==> src/rtl/alu_issue_sched.sv <==
// Round-robin scheduler sharing one ALU among NUM_REQ operand sources over a toggle/ready handshake.
// Define ALU_SCHED_TMO_EN to enable the per-wait-state handshake timeout and sticky aluErr.
module alu_issue_sched #(
    parameter int unsigned NUM_REQ  = 2,
    parameter int unsigned SYNC_STG = 2,
    parameter int unsigned TMO_CYC  = 255,
    localparam int unsigned OP_W    = 164,
    localparam int unsigned RSP_W   = 130
) (
    input  logic                    clk,
    input  logic                    resetN,
    input  logic [NUM_REQ-1:0]      reqValid,
    input  logic [NUM_REQ*OP_W-1:0] reqOp,
    output logic [NUM_REQ-1:0]      reqAck,
    output logic [NUM_REQ-1:0]      rspValid,
    output logic [RSP_W-1:0]        rsp,
    output logic [OP_W-1:0]         aluOp,
    output logic                    aluReadyIn,
    output logic                    aluTriggerIn,
    input  logic                    aluTriggerOut,
    input  logic                    aluReadyOut,
    input  logic [RSP_W-1:0]        aluRsp,
    output logic                    aluErr
);

    localparam int unsigned GW = $clog2(NUM_REQ);

    localparam logic [1:0] IDLE      = 2'd0;
    localparam logic [1:0] KICK      = 2'd1;
    localparam logic [1:0] WAIT_TRIG = 2'd2;
    localparam logic [1:0] WAIT_DONE = 2'd3;

    logic [1:0]          state;
    logic [SYNC_STG-1:0] trig_sync;
    logic [SYNC_STG-1:0] rdy_sync;
    logic                trig_s;
    logic                rdy_s;
    logic                trig_ref;
    logic                seen_low;
    logic [GW-1:0]       grant;
    logic [GW-1:0]       last;
    logic [NUM_REQ-1:0]  grant_oh;
    logic                arb_found;
    logic [GW-1:0]       arb_idx;
    logic [GW-1:0]       cand;

`ifdef ALU_SCHED_TMO_EN
    localparam logic [7:0] TMO_LIM = 8'(TMO_CYC - 1);
    logic [7:0] wait_cnt;
    logic       tmo_hit;
    assign tmo_hit = (wait_cnt == TMO_LIM);
`endif

    always_ff @(posedge clk or negedge resetN) begin
        if (!resetN) begin
            trig_sync <= '0;
            rdy_sync  <= '0;
        end else begin
            trig_sync <= {trig_sync[SYNC_STG-2:0], aluTriggerOut};
            rdy_sync  <= {rdy_sync[SYNC_STG-2:0], aluReadyOut};
        end
    end

    assign trig_s = trig_sync[SYNC_STG-1];
    assign rdy_s  = rdy_sync[SYNC_STG-1];

    // Scan starts just after the last completed grant, so each requester waits at most NUM_REQ-1 ops.
    always_comb begin
        arb_found = 1'b0;
        arb_idx   = '0;
        cand      = '0;
        for (int unsigned k = 1; k <= NUM_REQ; k++) begin
            cand = GW'((32'(last) + k) % NUM_REQ);
            if (!arb_found && reqValid[cand]) begin
                arb_found = 1'b1;
                arb_idx   = cand;
            end
        end
    end

    always_comb begin
        grant_oh = '0;
        for (int unsigned i = 0; i < NUM_REQ; i++)
            grant_oh[i] = (grant == GW'(i));
    end

    always_ff @(posedge clk or negedge resetN) begin
        if (!resetN) begin
            state        <= IDLE;
            grant        <= '0;
            last         <= GW'(NUM_REQ - 1);
            aluOp        <= '0;
            rsp          <= '0;
            reqAck       <= '0;
            rspValid     <= '0;
            aluReadyIn   <= 1'b0;
            aluTriggerIn <= 1'b0;
            trig_ref     <= 1'b0;
            seen_low     <= 1'b0;
`ifdef ALU_SCHED_TMO_EN
            wait_cnt     <= '0;
            aluErr       <= 1'b0;
`endif
        end else begin
            reqAck   <= '0;
            rspValid <= '0;
`ifdef ALU_SCHED_TMO_EN
            wait_cnt <= wait_cnt + 8'd1;
`endif
            case (state)
                IDLE: begin
                    if (arb_found) begin
                        grant <= arb_idx;
                        aluOp <= reqOp[32'(arb_idx)*OP_W +: OP_W];
                        state <= KICK;
                    end
                end
                KICK: begin
                    aluTriggerIn <= ~aluTriggerIn;
                    trig_ref     <= trig_s;
                    state        <= WAIT_TRIG;
`ifdef ALU_SCHED_TMO_EN
                    wait_cnt     <= '0;
`endif
                end
                WAIT_TRIG: begin
                    if (trig_s != trig_ref) begin
                        aluReadyIn <= 1'b1;
                        reqAck     <= grant_oh;
                        seen_low   <= 1'b0;
                        state      <= WAIT_DONE;
`ifdef ALU_SCHED_TMO_EN
                        wait_cnt   <= '0;
                    end else if (tmo_hit) begin
                        aluErr     <= 1'b1;
                        aluReadyIn <= 1'b0;
                        state      <= IDLE;
`endif
                    end
                end
                WAIT_DONE: begin
                    // readyOut must be seen low once before a high counts, so a level left over
                    // from the previous op cannot complete this one.
                    if (!rdy_s)
                        seen_low <= 1'b1;
                    if (rdy_s && seen_low) begin
                        rsp        <= aluRsp;
                        rspValid   <= grant_oh;
                        aluReadyIn <= 1'b0;
                        last       <= grant;
                        state      <= IDLE;
`ifdef ALU_SCHED_TMO_EN
                    end else if (tmo_hit) begin
                        aluErr     <= 1'b1;
                        aluReadyIn <= 1'b0;
                        state      <= IDLE;
`endif
                    end
                end
                default: state <= IDLE;
            endcase
        end
    end

`ifndef ALU_SCHED_TMO_EN
    assign aluErr = 1'b0;
`endif

endmodule

==> config.mk <==
export PLATFORM = sky130hd
export DESIGN_NAME = alu_issue_sched
export DESIGN_NICKNAME = d
export VERILOG_FILES = /design/src/rtl/alu_issue_sched.sv
export SDC_FILE = /design/constraint.sdc
export NUM_CORES = 1
export LEC_CHECK = 0
export ABC_CLOCK_PERIOD_IN_PS = 2000
export CAP_MARGIN = 20
export CORE_AREA = 2 2 300 302
export DETAILED_ROUTE_END_ITERATION = 10
export DIE_AREA = 0 0 302 304
export GPL_TIMING_DRIVEN = 0
export HOLD_SLACK_MARGIN = 0.03
export PLACE_DENSITY_LB_ADDON = 0.25
export SLEW_MARGIN = 20
export SYNTH_ARGS = -nofsm -noshare
export SYNTH_HDL_FRONTEND = slang
export SYNTH_SLANG_ARGS = --single-unit
==> constraint.sdc <==
create_clock -name clk -period 2 [get_ports clk]
set_input_delay 0.2 -clock clk [delete_from_list [all_inputs] [get_ports clk]]
set_output_delay 0.2 -clock clk [all_outputs]
set_load 0.01 [all_outputs]
== Yosys cells after proc, flatten, opt, wreduce, memory -nomap -nowiden ==
Cells that the tools add are included.

* Input port bits: 464
* Output and inout port bits: 301
* Logic and storage cells: 61
* Flip-flop bits (word level): 310

* Mux-type cells: 22
* Reduce and logical (&&, ||, !) cells: 10
* Bitwise logic cells: 2
* Shift-type cells: 1
* Equality and inequality tests: 8
* Add/subtract/negate cells: 2
* Magnitude comparators: 2
* Multiply operators: 1

{| class="wikitable"
|+ Operators with widths
! operator !! number
|-
| 328-bit by 10-bit variable part select with 164-bit output || 1
|-
| 2-bit two-way mux || 7
|-
| 1-bit two-way mux || 12
|-
| 3-bit AND reduction || 3
|-
| 2-bit != test (second input constant) || 4
|-
| 2-bit one-hot mux with 4 select lines || 1
|-
| 1-bit by 6-bit multiplier with 7-bit output (second input constant) || 1
|-
| 2-bit equality test (second input constant) || 2
|-
| 1-bit by 2-bit < comparator with 1-bit output (second input constant) || 2
|-
| 1-bit one-hot mux with 2 select lines || 2
|-
| 2-bit AND reduction || 2
|-
| 1-bit adder (second input constant) || 2
|-
| 2-bit by 1-bit equality test with 1-bit output (second input constant) || 1
|-
| 1-bit logical AND || 2
|-
| 2-bit logical NOT || 1
|-
| 1-bit inverter || 2
|-
| 2-bit nonzero test || 1
|-
| 1-bit logical NOT || 1
|-
| 1-bit != test || 1
|}

== Depth between registers and ports, before layout ==
Gate-level depths: netlist of the first run.

* Word-level depth: 9
* Gate-level depth with buffers: 8
* Depth with buffers taken out: 5

== Worst setup path before layout of the first run ==
Ideal clock, no wire load.

* Path kind: flip-flop to flip-flop
* Start point: register state[0]
* End point: register rsp[16]
* Slack: 345 ps
* Setup time: 125 ps
* Buffers on the path: 2
* Data required time: 1875 ps
* Arrival time: 1530 ps
* Cell stages (with the launch flop): 6
* Clock period less this slack: 1655 ps
* Cell sequence: dfrtp_1 -> ha_1 -> nand3_1 -> buf_2 -> buf_2 -> mux2_2

* Word-level cells in the longest chain between the ends: 2

{| class="wikitable"
|+ RTL lines
! item !! RTL line !! text
|-
| start, declared || 33 || <nowiki>logic [1:0] state;</nowiki>
|-
| start signal, assigned || 89 || <nowiki>state <= IDLE;</nowiki>
|-
| start signal, assigned || 115 || <nowiki>state <= KICK;</nowiki>
|-
| start signal, assigned || 121 || <nowiki>state <= WAIT_TRIG;</nowiki>
|-
| 2-bit equality test || 110 || <nowiki>case (state)</nowiki>
|-
| 2-bit AND reduction (no source line) || -- ||
|-
| end signal, assigned || 147 || <nowiki>rsp <= aluRsp;</nowiki>
|-
| end, declared || 16 || <nowiki>output logic [RSP_W-1:0] rsp,</nowiki>
|}

No other way between the ends.
A chain may end at the register's enable or synchronous reset.

== Worst setup path after layout of the first run ==
* Start point: register state[0]
* End point: register rsp[38]

The elaborated chain is that of the path after synthesis.

==> results by group, run 1 <==
Outcome
  – Status: completed

Logic synthesis
  – Cell variety after synth: 27
  – Fraction of registers with async set/reset: 1.000
  – Yosys warnings: 0
  – Sequential share of the synthesized area: 0.5999
  – Most instantiated cells after synthesis: dfrtp_1 (309), mux2i_1 (166), nand2_1 (165), o21ai_1 (149), mux2_2 (131)
  – Largest cells by area after synthesis: dfrtp_1 (60%), mux2i_1 (13%), mux2_2 (11%), o21ai_1 (5.8%), nand2_1 (4.8%)
  – Syn Inst Count: 1036
  – Syn Nets: 1505
  – Main flop type after synthesis: dfrtp_1
  – Top-count cell post-synth: dfrtp_1
  – Post-synth EDFFs: 0
  – Cell Area, Synth: 0.01293 mm^2
  – Synthesized area per cell: 12.48 um^2
  – Post-synth top area cell: dfrtp_1
  – Synthesized flop and latch total: 310
  – Share of the synthesized area in the top cell type: 0.5979

STA
  – Max Slew Vio Count: 0
  – Fmax: 519.5 MHz
  – Relative slew slack: 0.5828
  – Worst Clk Skew: 0.01546 ns
  – Fin. Hold Viols: 0
  – Fin Hold WS: 0.09336 ns
  – Setup violators final: 0
  – Tightest Pin Transition: 0.6257 ns
  – Final worst-path cycle share: 0.9625
  – Minimum clock period: 1.925 ns
  – Final worst setup slack: 0.07500 ns
  – RSZ-0062 raised after global routing: yes

Die
  – Die Area: 0.09181 mm^2
  – Die Ht: 304 um
  – Die X-Extent: 302 um
  – Ports: 765
  – Initial core utilization: 0.1452
  – Site Rows: 110
  – Core area: 0.08905 mm^2

Finish
  – # fillers: 9285
  – Layout Nets: 2315
  – Layout cell share with drive strength beyond 1: 0.1437
  – Multi-input logic area: 0.004820 mm^2
  – Final instance area: 0.02359 mm^2
  – Reg area: 0.007759 mm^2
  – Post-layout util: 0.2649
  – Area growth, synth to finish: 82.35%

Job
  – MaxCap Viol Count: 0

CTS
  – H-tree depth: 2
  – Max Root-Sink Buffers: 3
  – CTS tree: yes
  – Clock Tree Root: clkbuf_16
  – Count of clock tree sinks: 310
  – Clock latency on the worst-skew pair: 0.55 ns
  – Reg clk slew, reported paths: 0.06 ns
  – CTS buffer count: 40

Global routing
  – Largest net degree at the start of global routing: 90
  – Tot GR Track Use: 0.1216
  – Vias in the first global route: 12220
  – Grt ovf: 0
  – Antenna violations before repair: 3
  – First-pass GRT wire length: 82.85 mm

Worst setup path
  – CP max FO: 10
  – Critical Path RT: 2.43 ns
  – Worst Path Arrival: 2.36 ns
  – Worst Path Class, Setup: reg -> reg
  – CP Launch Type: flop
  – CP endpoint kind: flop

Routing
  – Antenna Violating Nets Remaining: 0
  – Drt total wl: 57.60 mm
  – WL/cell: 18.89 um
  – Vias: 11126
  – Detailed Routing Iterations Pass 1: 4
  – First DRT Iteration DRCs: 307
  – Vias per cell: 3.649
  – DRC errors left: 0

Placement
  – Post-DP Area: 0.02213 mm^2
  – Pre-CTS WS: -0.8569 ns
  – Post-DP HPWL: 46.45 mm
  – Port bufs: 763
  – GP Congestion: 0.7937

Pwr
  – Pwr/cell area: 1427 mW/mm^2
  – Lkg Pwr: 9.923 nW
  – VDD IR max: 0.8490 mV

Hold path
  – Worst Hold Class: in -> reg
-- worst paths after layout --
| kind | startpoint | endpoint | slack (ns) | depth (start not counted) |
|---|---|---|---|---|
| setup / recovery | state[0] | rsp[38] | 0.08 | 5 |
| hold / removal | aluTriggerOut | trig_sync[0] | 0.09 | 1 |
| setup reg to reg | state[0] | rsp[38] | 0.08 | 5 |
| hold reg to reg | rdy_sync[0] | rdy_sync[1] | 0.36 | 0 |
| max in group asynchronous | resetN | aluOp[45] | 0.48 | 4 |
| min in group asynchronous | resetN | rsp[0] | 0.23 | 2 |
-- stage by stage --
stage          std cells  setup TNS [ns]  total power, W
5_1_grt             3048         -0.3554         0.03593
3_5_place_dp        2978         -134.55         0.02663
3_3_place_gp        2975        -4258.18         0.02648
6_report            3049               0         0.03366
2_1_floorplan       1036               0         0.01686
4_1_cts             3049               0         0.03440
-- sequential cells by signal, summed over array words and instances, names as in the netlist, 2 cells and up --
| name | cells |
|---|---|
| rdy_sync | 2 |
| reqAck | 2 |
| state | 2 |
| aluOp | 164 |
| trig_sync | 2 |
| rspValid | 2 |
| rsp | 130 |
-- timing repair --
| action | 4_1_cts | 5_1_grt |
|---|---|---|
| setup buffers | 2 | 0 |
| hold buffers | 1 | 0 |
| setup endpoints to repair | 289 | 200 |
| resized for setup | 33 | 26 |
| endpoints found under the hold margin | 76 | 0 |
-- cell families after synthesis --
| kind of cell | count (synthesis) | share of synthesized area |
|---|---|---|
| AOI/OAI and AO/OA | 174 | 0.06975 |
| adders and majority gates | 5 | 0.004837 |
| DFF | 310 | 0.5999 |
| other | 1 | 0.0002899 |
| buffers and inverters | 73 | 0.02902 |
| xor gates and xnor gates | 2 | 0.001935 |
| muxes | 298 | 0.2434 |
| and+or+nand+nor | 173 | 0.05088 |
-- placed cells by master (no fill, tap or decap), types with 2 or more instances in the layout --
cell type and n:
o21ai_1 149, buf_16 3, nor3b_1 2, a21oi_1 2, a21o_1 2, ha_1 5
clkbuf_1 10, o21ai_0 15, inv_1 4, buf_6 2, clkbuf_8 7, clkbuf_16 41
dfrtp_1 309, buf_4 31, buf_2 10, clkbuf_4 6, clkinv_2 8, clkdlybuf4s50_1 759
inv_6 2, nand2_1 165, clkbuf_2 16, mux2i_1 166, nor2_1 5, mux2_2 131
buf_8 2, bufinv_16 4, dlygate4sd2_1 2
-- routing by layer --
layer / global-route usage / up-vias / routed length [um]
met5: 0 / - / 31
met4: 0.03546 / 4 / 1608
met3: 0.04483 / 77 / 5316
met2: 0.2195 / 470 / 29000
met1: 0.1313 / 5358 / 21640
li1: - / 5217 / -
-- worst max-delay path: stages, from the launching register on --
cell and delay, ns:
dfrtp_1 0.40, ha_1 0.31, nand3_4 0.18, buf_4 0.24
buf_2 0.29, mux2_2 0.37
-- area by class of cell --
class	count	area share
flip-flops and latches	310	0.3290
clock buffers	54	0.04812
clock inverters	14	0.007533
repair buffers	769	0.3286
plain buffers	68	0.01931
inverters	4	0.0006366
diodes	1	0.0001061
well taps	1176	0.06239
multi-input cells	653	0.2044
-- power breakdown --
part           switching, W  internal, W  leakage, nW
sequential          0.00169      0.00935         3.75
combinational       0.00686      0.00845         5.52
clock               0.00285      0.00447        0.654
Note: power is estimated with default switching activity, not from simulation.
==> run 2, diff against run 1 <==
--- a/config.mk
+++ b/config.mk
@@ -8,6 +8,7 @@
 export ABC_CLOCK_PERIOD_IN_PS = 2000
 export CAP_MARGIN = 20
 export CORE_AREA = 2 2 300 302
+export CTS_CLUSTER_SIZE = 12
 export DETAILED_ROUTE_END_ITERATION = 10
 export DIE_AREA = 0 0 302 304
 export GPL_TIMING_DRIVEN = 0
==> results by group, run 2 (synthesis gave the netlist of run 1 again) <==
Outcome
  – Status: completed

CTS
  – CTS buffer count: 40 (unchanged)
  – Clock latency on the worst-skew pair: 0.55 ns (about the same)
  – Max Root-Sink Buffers: 3 (unchanged)
  – Clock Tree Root: clkbuf_16
  – Reg clk slew, reported paths: 0.06 ns (about the same)
  – H-tree depth: 2 (unchanged)
  – Count of clock tree sinks: 310 (unchanged)
  – CTS tree: yes

STA
  – Final worst-path cycle share: 0.9624 (about the same)
  – Final worst setup slack: 0.07526 ns (+0.0002531 ns)
  – Worst Clk Skew: 0.01648 ns (+0.001018 ns)
  – Setup violators final: 0 (unchanged)
  – Minimum clock period: 1.925 ns (-0.0002531 ns)
  – Fmax: 519.5 MHz (about the same)
  – Fin Hold WS: 0.09272 ns (-0.0006411 ns)
  – Tightest Pin Transition: 0.6259 ns (+0.0001948 ns)
  – Max Slew Vio Count: 0 (unchanged)
  – Relative slew slack: 0.5827 (about the same)
  – TNS Setup: 0 ns (unchanged)
  – RSZ-0062 raised after global routing: yes
  – Fin. Hold Viols: 0 (unchanged)

Routing
  – First DRT Iteration DRCs: 304 (-0.98%)
  – Antenna Violating Nets Remaining: 0 (unchanged)
  – Vias: 11160 (+0.31%)
  – Drt total wl: 57.72 mm (+0.20%)
  – Vias per cell: 3.661 (+0.34%)
  – Detailed Routing Iterations Pass 1: 4 (unchanged)
  – DRC errors left: 0 (unchanged)
  – WL/cell: 18.94 um (+0.24%)

Die
  – Site Rows: 110 (unchanged)
  – Die X-Extent: 302 um (unchanged)
  – Ports: 765 (unchanged)
  – Core area: 0.08905 mm^2 (unchanged)
  – Die Area: 0.09181 mm^2 (unchanged)
  – Die Ht: 304 um (unchanged)
  – Initial core utilization: 0.1452 (unchanged)

Global routing
  – Tot GR Track Use: 0.1216 (about the same)
  – First-pass GRT wire length: 82.86 mm (about the same)
  – Grt ovf: 0 (unchanged)
  – Largest net degree at the start of global routing: 90 (unchanged)
  – Antenna violations before repair: 3 (unchanged)
  – Vias in the first global route: 12215 (-0.041%)

Placement
  – Post-DP HPWL: 46.45 mm (unchanged)
  – GP Congestion: 0.7937 (unchanged)
  – Post-DP Area: 0.02213 mm^2 (unchanged)
  – Pre-CTS WS: -0.8569 ns (unchanged)
  – Port bufs: 763 (unchanged)

Hold path
  – WHS Endpoint: trig_sync[0]
  – Worst Hold Class: in -> reg
  – Hold path depth: 1 (unchanged)
  – Min-delay src: aluTriggerOut

Finish
  – Layout cell share with drive strength beyond 1: 0.1427 (-0.0009921)
  – Final instance area: 0.02359 mm^2 (unchanged)
  – Biggest regs: aluOp x164, rsp x130
  – Largest Register: aluOp
  – Leading cell type in the layout, fill and taps excluded: clkdlybuf4s50_1
  – Commonest cells after routing, fill and taps aside: clkdlybuf4s50_1 (758), dfrtp_1 (309), mux2i_1 (166)
  – Post-layout util: 0.2649 (unchanged)
  – Number of flip-flops under the largest register name: 164 (unchanged)
  – Layout Nets: 2314 (-0.043%)
  – Area growth, synth to finish: 82.35% (unchanged)

Worst setup path
  – Worst Path Class, Setup: reg -> reg
  – Worst Path Arrival: 2.36 ns (about the same)
  – Path depth of the worst reg2reg path: 5 (unchanged)
  – Reg2reg setup slack: 0.08 ns (about the same)
  – FF-to-FF Start: state[0]
  – CP endpoint kind: flop
  – FF-to-FF End: rsp[38]
  – Critical Path RT: 2.43 ns (about the same)
  – CP Launch Type: flop
  – CP Launch Point: state[0]
  – CP max FO: 10 (unchanged)

Pwr
  – Pwr/cell area: 1428 mW/mm^2 (about the same)
  – VDD IR max: 0.8458 mV (-0.37%)
  – Lkg Pwr: 9.931 nW (about the same)

Job
  – MaxCap Viol Count: 0 (unchanged)
## run 2: stage by stage
stage / cells / power, W
after CTS: 3048 / 0.03440
final: 3048 / 0.03367
after floorplan: 1036 / 0.01686
after global placement: 2975 / 0.02648
after detailed placement: 2978 / 0.02663
after global routing: 3047 / 0.03593
## run 2: final cells by class
class                      count  area [um^2]
fill                        9292        65460
sequential                   310         7759
timing repair buffer         768         7745
multi-input combinational    653         4820
tap                         1176         1471
clock buffer                  54         1135
buffer                        68        460.4
clock inverter                14        177.7
inverter                       4        15.01
antenna                        1        2.502
## run 2: critical path, cell delays in order (launching register included)
cell,delay [ns]
dfrtp_1,0.40
ha_1,0.31
nand3_4,0.18
buf_4,0.24
buf_2,0.29
mux2_2,0.37
## run 2: where the power goes
group / internal (W) / switching [W]
clock network: 0.00447 / 0.00286
logic: 0.00844 / 0.00686
registers: 0.00935 / 0.00169
## run 2: layer usage
metal	GRT usage	wire length, um	up-vias
li1	-	-	5218
met3	0.04526	5391	78
met5	0	31	-
met2	0.2195	29140	485
met1	0.1312	21600	5375
met4	0.03511	1558	4
## run 2: repair_timing
| item | in CTS | in global routing |
|---|---|---|
| setup endpoints to repair | 289 | 137 |
| gates resized for setup | 36 | 21 |
| hold endpoints to repair | 76 | 0 |
| setup buffers | 1 | 0 |
| hold buffers | 1 | 0 |
## run 2: how the worst max path moves through the flow
stage / endpoint / slack, ns / depth (start not counted)
2_1_floorplan: rsp[16] / 0.35 / 5
3_5_place_dp: aluOp[129] / -0.86 / 5
4_1_cts: aluOp[139] / 0.00002 / 1
5_1_grt: rsp[38] / -0.03 / 5
3_3_place_gp: aluOp[134] / -13.40 / 1
6_report: rsp[38] / 0.08 / 5
==> variant 1 (settings of run 2) <==
Build with the macro `ALU_SCHED_TMO_EN` defined.
--- a/src/rtl/alu_issue_sched.sv
+++ b/src/rtl/alu_issue_sched.sv
@@ -1,5 +1,7 @@
 // Round-robin scheduler sharing one ALU among NUM_REQ operand sources over a toggle/ready handshake.
 // Define ALU_SCHED_TMO_EN to enable the per-wait-state handshake timeout and sticky aluErr.
+`define ALU_SCHED_TMO_EN
+
 module alu_issue_sched #(
     parameter int unsigned NUM_REQ  = 2,
     parameter int unsigned SYNC_STG = 2,
Check against the original RTL: no difference found for any inputs over 4 cycles, from zero or initial values and one cycle with resetN low; that may be too few to reach the edited logic, so the function may still have changed.
==> variant 1 against run 2 <==
- synthesized area rose by 3.8%
- power rose by 1.6%
- synthesized cell count rose by 4.6%
- wire length fell by 0.84%
- die area did not move
- worst setup slack improved by 0.036 ns
- sequential cell count rose by 9
- largest power group unchanged
- critical path type unchanged
- design area rose by 2.5%
==> variant 1: results (changes against run 2) <==
stage,metric,value,unit,change
placement,hpwl,46.1,mm,was 46.5 mm
synthesis,synth-adder-area-share,0.652,%,was 0.484%
setup_path,r2r_start,last,,was state[0]
synthesis,synth-seq-cells,319,,was 310
synthesis,synth_common_cells,"dfrtp_1, mux2i_1, nand2_1",,unchanged
placement,routabilityCongestion,0.783,,was 0.794
setup_path,cpMaxStageDelayCell,dfstp_2,,was dfrtp_1
setup_path,arrival,2.30,ns,was 2.36 ns
synthesis,synth_xor_xnor_area_share,0.326,%,was 0.193%
routing,vias_per_cell,3.68,,was 3.66
clock_network,numCtsBuffers,41,,was 40
global_routing,grt_first_pass_wirelength,82.5,mm,was 82.9 mm
setup_path,critPathMaxStageDelay,0.38,ns,was 0.40 ns
synthesis,ys_seq_area_share,59.5,%,was 60.0%
timing,skew,0.0210,ns,was 0.0165 ns
pwr,total_leakage_power,10.1,nW,was 9.93 nW
global_routing,grt_pass1_vias,12800,,was 12200
setup_path,r2r_slack,0.11,ns,was 0.08 ns
synthesis,synth-compound-area-share,7.27,%,was 6.97%
min_path,whs_endpoint,rdy_sync[0],,was trig_sync[0]
min_path,min-delay-start,aluReadyOut,,was aluTriggerOut
pwr,power.switching,11.6,mW,was 11.4 mW
final_layout,drive_gt1_share,14.1,%,was 14.3%
routing,dr.first_iter.drc_count,371,,was 304
global_routing,antenna_found_initial,0,,was 3
synthesis,ys_top_cells_by_area,"dfrtp_1, mux2i_1, mux2_2",,unchanged
timing,holdWs,0.0947,ns,was 0.0927 ns
pwr,irDropWorstVdd,0.750,mV,was 0.846 mV
synthesis,yosys.cell_types.count,35,,was 27
synthesis,muxShareOfSynthArea,23.4,%,was 24.3%
setup_path,reg2reg_to,aluOp[124],,was rsp[38]
timing,tightest_slew,0.633,ns,was 0.626 ns
placement,placedInstanceArea,0.0226,mm²,was 0.0221 mm²
run_status,status,"complete, no violations",,unchanged
synthesis,syn-num-nets,1555,,was 1505
placement,io_buffers,764,,was 763
variant 1: area by class of cell:
cell class | count | area (µm²)
buffer | 68 | 536
inverter | 7 | 26.3
timing repair buffer | 771 | 7780
multi-input combinational | 689 | 5060
sequential | 319 | 7990
antenna | 1 | 2.50
clock inverter | 4 | 73.8
clock buffer | 63 | 1250
fill | 9240 | 64900
tap | 1176 | 1470
variant 1: cell families after synthesis:
| kind of cell | count (synthesis) |
|---|---|
| adders and majority gates | 7 |
| DFF | 319 |
| and+or+nand+nor | 193 |
| muxes | 297 |
| xor gates and xnor gates | 5 |
| AOI/OAI and AO/OA | 187 |
| buffers and inverters | 76 |
variant 1: through the flow:
| step | std cells | setup TNS (ns) | setup WS (ns) |
|---|---|---|---|
| floorplan | 1084 | 0 | 0.292 |
| global placement | 3024 | -4567.96 | -13.93 |
| detailed placement | 3027 | -161.01 | -1.19 |
| CTS | 3097 | -0.00266 | -0.00214 |
| global route | 3097 | -0.0179 | -0.00703 |
| finish | 3098 | 0 | 0.112 |
variant 1: worst register-to-register path: stages (launching register included):
cell	delay (ns)
dfstp_2	0.38
a21boi_4	0.28
buf_4	0.35
buf_6	0.25
mux2i_2	0.36
o21ai_1	0.11
variant 1: routing by layer:
layer  vias up  part of all wire [%]  GRT usage, %  wire length, µm
met1      5473                    38          12.9            21500
met5         -                     0             0                0
li1       5394                     -             -                -
met4         0                   2.0          2.83             1160
met3        67                   8.7          4.02             4970
met2       472                    52          22.4            29600
variant 1: what timing repair did:
| action | in CTS | in global routing |
|---|---|---|
| cloned | 0 | 0 |
| gates resized for setup | 56 | 16 |
| buffers inserted | 3 | 0 |
| pin swaps | 1 | 1 |
| hold buffers | 1 | 0 |
| setup endpoints to repair | 245 | 147 |
| hold endpoints to repair | 76 | 0 |
variant 1: how the worst max path moves through the flow:
| stage | start | endpoint | slack [ns] | cells past startpoint |
|---|---|---|---|---|
| floorplan | state[0] | rsp[67] | 0.29 | 5 |
| global placement | resetN | aluOp[88] | -13.93 | 1 |
| detailed placement | reqValid[1] | aluOp[40] | -1.19 | 6 |
| CTS | state[0] | aluOp[137] | -0.002 | 8 |
| global route | state[0] | aluOp[139] | -0.007 | 8 |
| finish | last | aluOp[124] | 0.11 | 5 |
variant 1: power groups by stage:
| stage | Combinational (mW) | Sequential [mW] | Clock (mW) |
|---|---|---|---|
| 5_1_grt | 16.9 | 11.7 | 7.97 |
| 2_1_floorplan | 4.53 | 12.6 | 0 |
| 3_5_place_dp | 15.7 | 11.3 | 0 |
| 4_1_cts | 16.0 | 11.3 | 7.72 |
| 6_report | 15.6 | 11.3 | 7.36 |
| 3_3_place_gp | 15.5 | 11.2 | 0 |
==> variant 2 (config.mk and constraints of run 2) <==
Made on the original files. Reset style: synchronous (`resetN`), changed in 2 clocked blocks.
--- a/src/rtl/alu_issue_sched.sv
+++ b/src/rtl/alu_issue_sched.sv
@@ -51,7 +51,7 @@
     assign tmo_hit = (wait_cnt == TMO_LIM);
 `endif
 
-    always_ff @(posedge clk or negedge resetN) begin
+    always_ff @(posedge clk) begin
         if (!resetN) begin
             trig_sync <= '0;
             rdy_sync  <= '0;
@@ -84,7 +84,7 @@
             grant_oh[i] = (grant == GW'(i));
     end
 
-    always_ff @(posedge clk or negedge resetN) begin
+    always_ff @(posedge clk) begin
         if (!resetN) begin
             state        <= IDLE;
             grant        <= '0;
Formal check against the unedited RTL: differs if resetN is asserted again (counterexample within 4 cycles, from zero or initial values and one cycle with resetN low); with resetN held inactive, the same outputs for 4 cycles.
==> variant 2 against run 2 <==
- worst setup slack improved by 0.084 ns
- largest cell class unchanged
- worst hold slack improved by 0.12 ns
- sequential cell count did not move
- wire length rose by 3.5%
- synthesized area fell by 9.7%
- design area fell by 5.8%
- first-iteration DRC count rose by 75%
- synthesized cell count rose by 4.9%
Power is not compared: it rests on default switching activity, and its combinational part moved more than twofold at a synthesized area within 25%.
==> variant 2: results (changes against run 2) <==
stage,metric,value,unit,change
synthesis,synth_common_cells,"dfxtp_1, a21oi_1, mux2i_1",,"was dfrtp_1, mux2i_1, nand2_1"
setup_path,arrival,2.26,ns,was 2.36 ns
routing,wl_per_cell,19.3,µm,was 18.9 µm
timing,tightest_slew,0.550,ns,was 0.626 ns
setup_path,critPathMaxStageDelay,0.48,ns,was 0.40 ns
synthesis,synth-adder-area-share,0.535,%,was 0.484%
placement,dp_cells,3025,,was 2978
placement,io_buffers,762,,was 763
global_routing,track_usage,12.3,%,was 12.2%
final_layout,finalNonFillerCells,3100,,was 3048
placement,hpwl,48.8,mm,was 46.5 mm
global_routing,grt_max_degree,12,,was 90
clock_network,postCtsSetupRepairBufs,0,,was 1
setup_path,r2r_start,last,,was state[0]
clock_network,cts-resized-gates,18,,was 36
setup_path,crit_path_start,last,,was state[0]
min_path,min-delay-start,aluReadyOut,,was aluTriggerOut
routing,dr.max_layer_used,met5,,unchanged
global_routing,met2_usage,22.0,%,was 21.9%
routing,met1Wirelength,24.4,mm,was 21.6 mm
setup_path,cpMaxStageDelayCell,mux2i_1,,was dfrtp_1
global_routing,grt_pass1_vias,12200,,about the same
final_layout,drive_gt1_share,7.81,%,was 14.3%
setup_path,r2r_slack,0.16,ns,was 0.08 ns
synthesis,async_flop_share,0,%,was 100%
synthesis,synth-compound-area-share,24.7,%,was 6.97%
synthesis,muxShareOfSynthArea,14.2,%,was 24.3%
synthesis,syn_inst,1087,,was 1036
setup_path,endpoint,aluOp[112],,was rsp[38]
synthesis,yosys.cell_types.count,35,,was 27
run_status,status,"complete, no violations",,unchanged
placement,routabilityCongestion,0.857,,was 0.794
routing,wl_met3,4.25,mm,was 5.39 mm
timing,skew,0.0167,ns,was 0.0165 ns
synthesis,syn-num-nets,1556,,was 1505
routing,dr.first_iter.drc_count,533,,was 304
global_routing,gr-usage-met3,3.16,%,was 4.53%
-- variant 2: cell types whose count changed after synthesis, sizes merged, moves of 6 or more --
cell,change
a22o,+128
dfxtp,+310
and2,+6
mux2,-132
a21oi,+164
nand2,-160
buf,+11
dfrtp,-309
clkbuf,+25
-- variant 2: worst min-delay path by stage --
stage	to	slack, ns	cells past startpoint
detailed placement	trig_sync[1]	0.42	1
global route	rdy_sync[0]	0.18	2
finish	rdy_sync[0]	0.22	2
global placement	rdy_sync[1]	0.42	1
CTS	rdy_sync[0]	0.16	2
floorplan	rsp[0]	0.33	1
-- variant 2: through the flow --
stage               utilization (%)  worst slack (ns)  hold slack [ns]  cell area [µm²]
floorplan                         -             0.438            0.325            11700
global placement               23.3            -0.680            0.423            20800
detailed placement             23.3            -0.712            0.418            20800
CTS                            24.9            -0.161            0.164            22200
global route                   24.9          -0.00712            0.177            22200
finish                         24.9             0.159            0.215            22200
-- variant 2: where the power goes --
group | switching, mW | internal (mW) | total, mW
Combinational | 3.73 | 3.89 | 7.62
Clock | 2.96 | 4.47 | 7.43
Sequential | 0.752 | 7.49 | 8.24
Total | 7.44 | 15.9 | 23.3
-- variant 2: cell families after synthesis --
family	count (synthesis)
AO/OA/AOI/OAI	471
XOR/XNOR	3
adder cells (fa/ha/maj)	5
buffers and inverters	110
flip-flops	310
multiplexers	166
other	1
AND/OR/NAND/NOR	21
-- variant 2: final cells by class --
| class | instances | area [µm²] |
|---|---|---|
| Antenna cell | 3 | 7.51 |
| Multi-Input combinational cell | 667 | 4760 |
| Clock buffer | 59 | 1170 |
| Fill cell | 9367 | 66800 |
| Sequential cell | 310 | 6210 |
| Clock inverter | 13 | 176 |
| Buffer | 105 | 769 |
| Timing Repair Buffer | 762 | 7630 |
| Tap cell | 1176 | 1470 |
| Inverter | 5 | 18.8 |
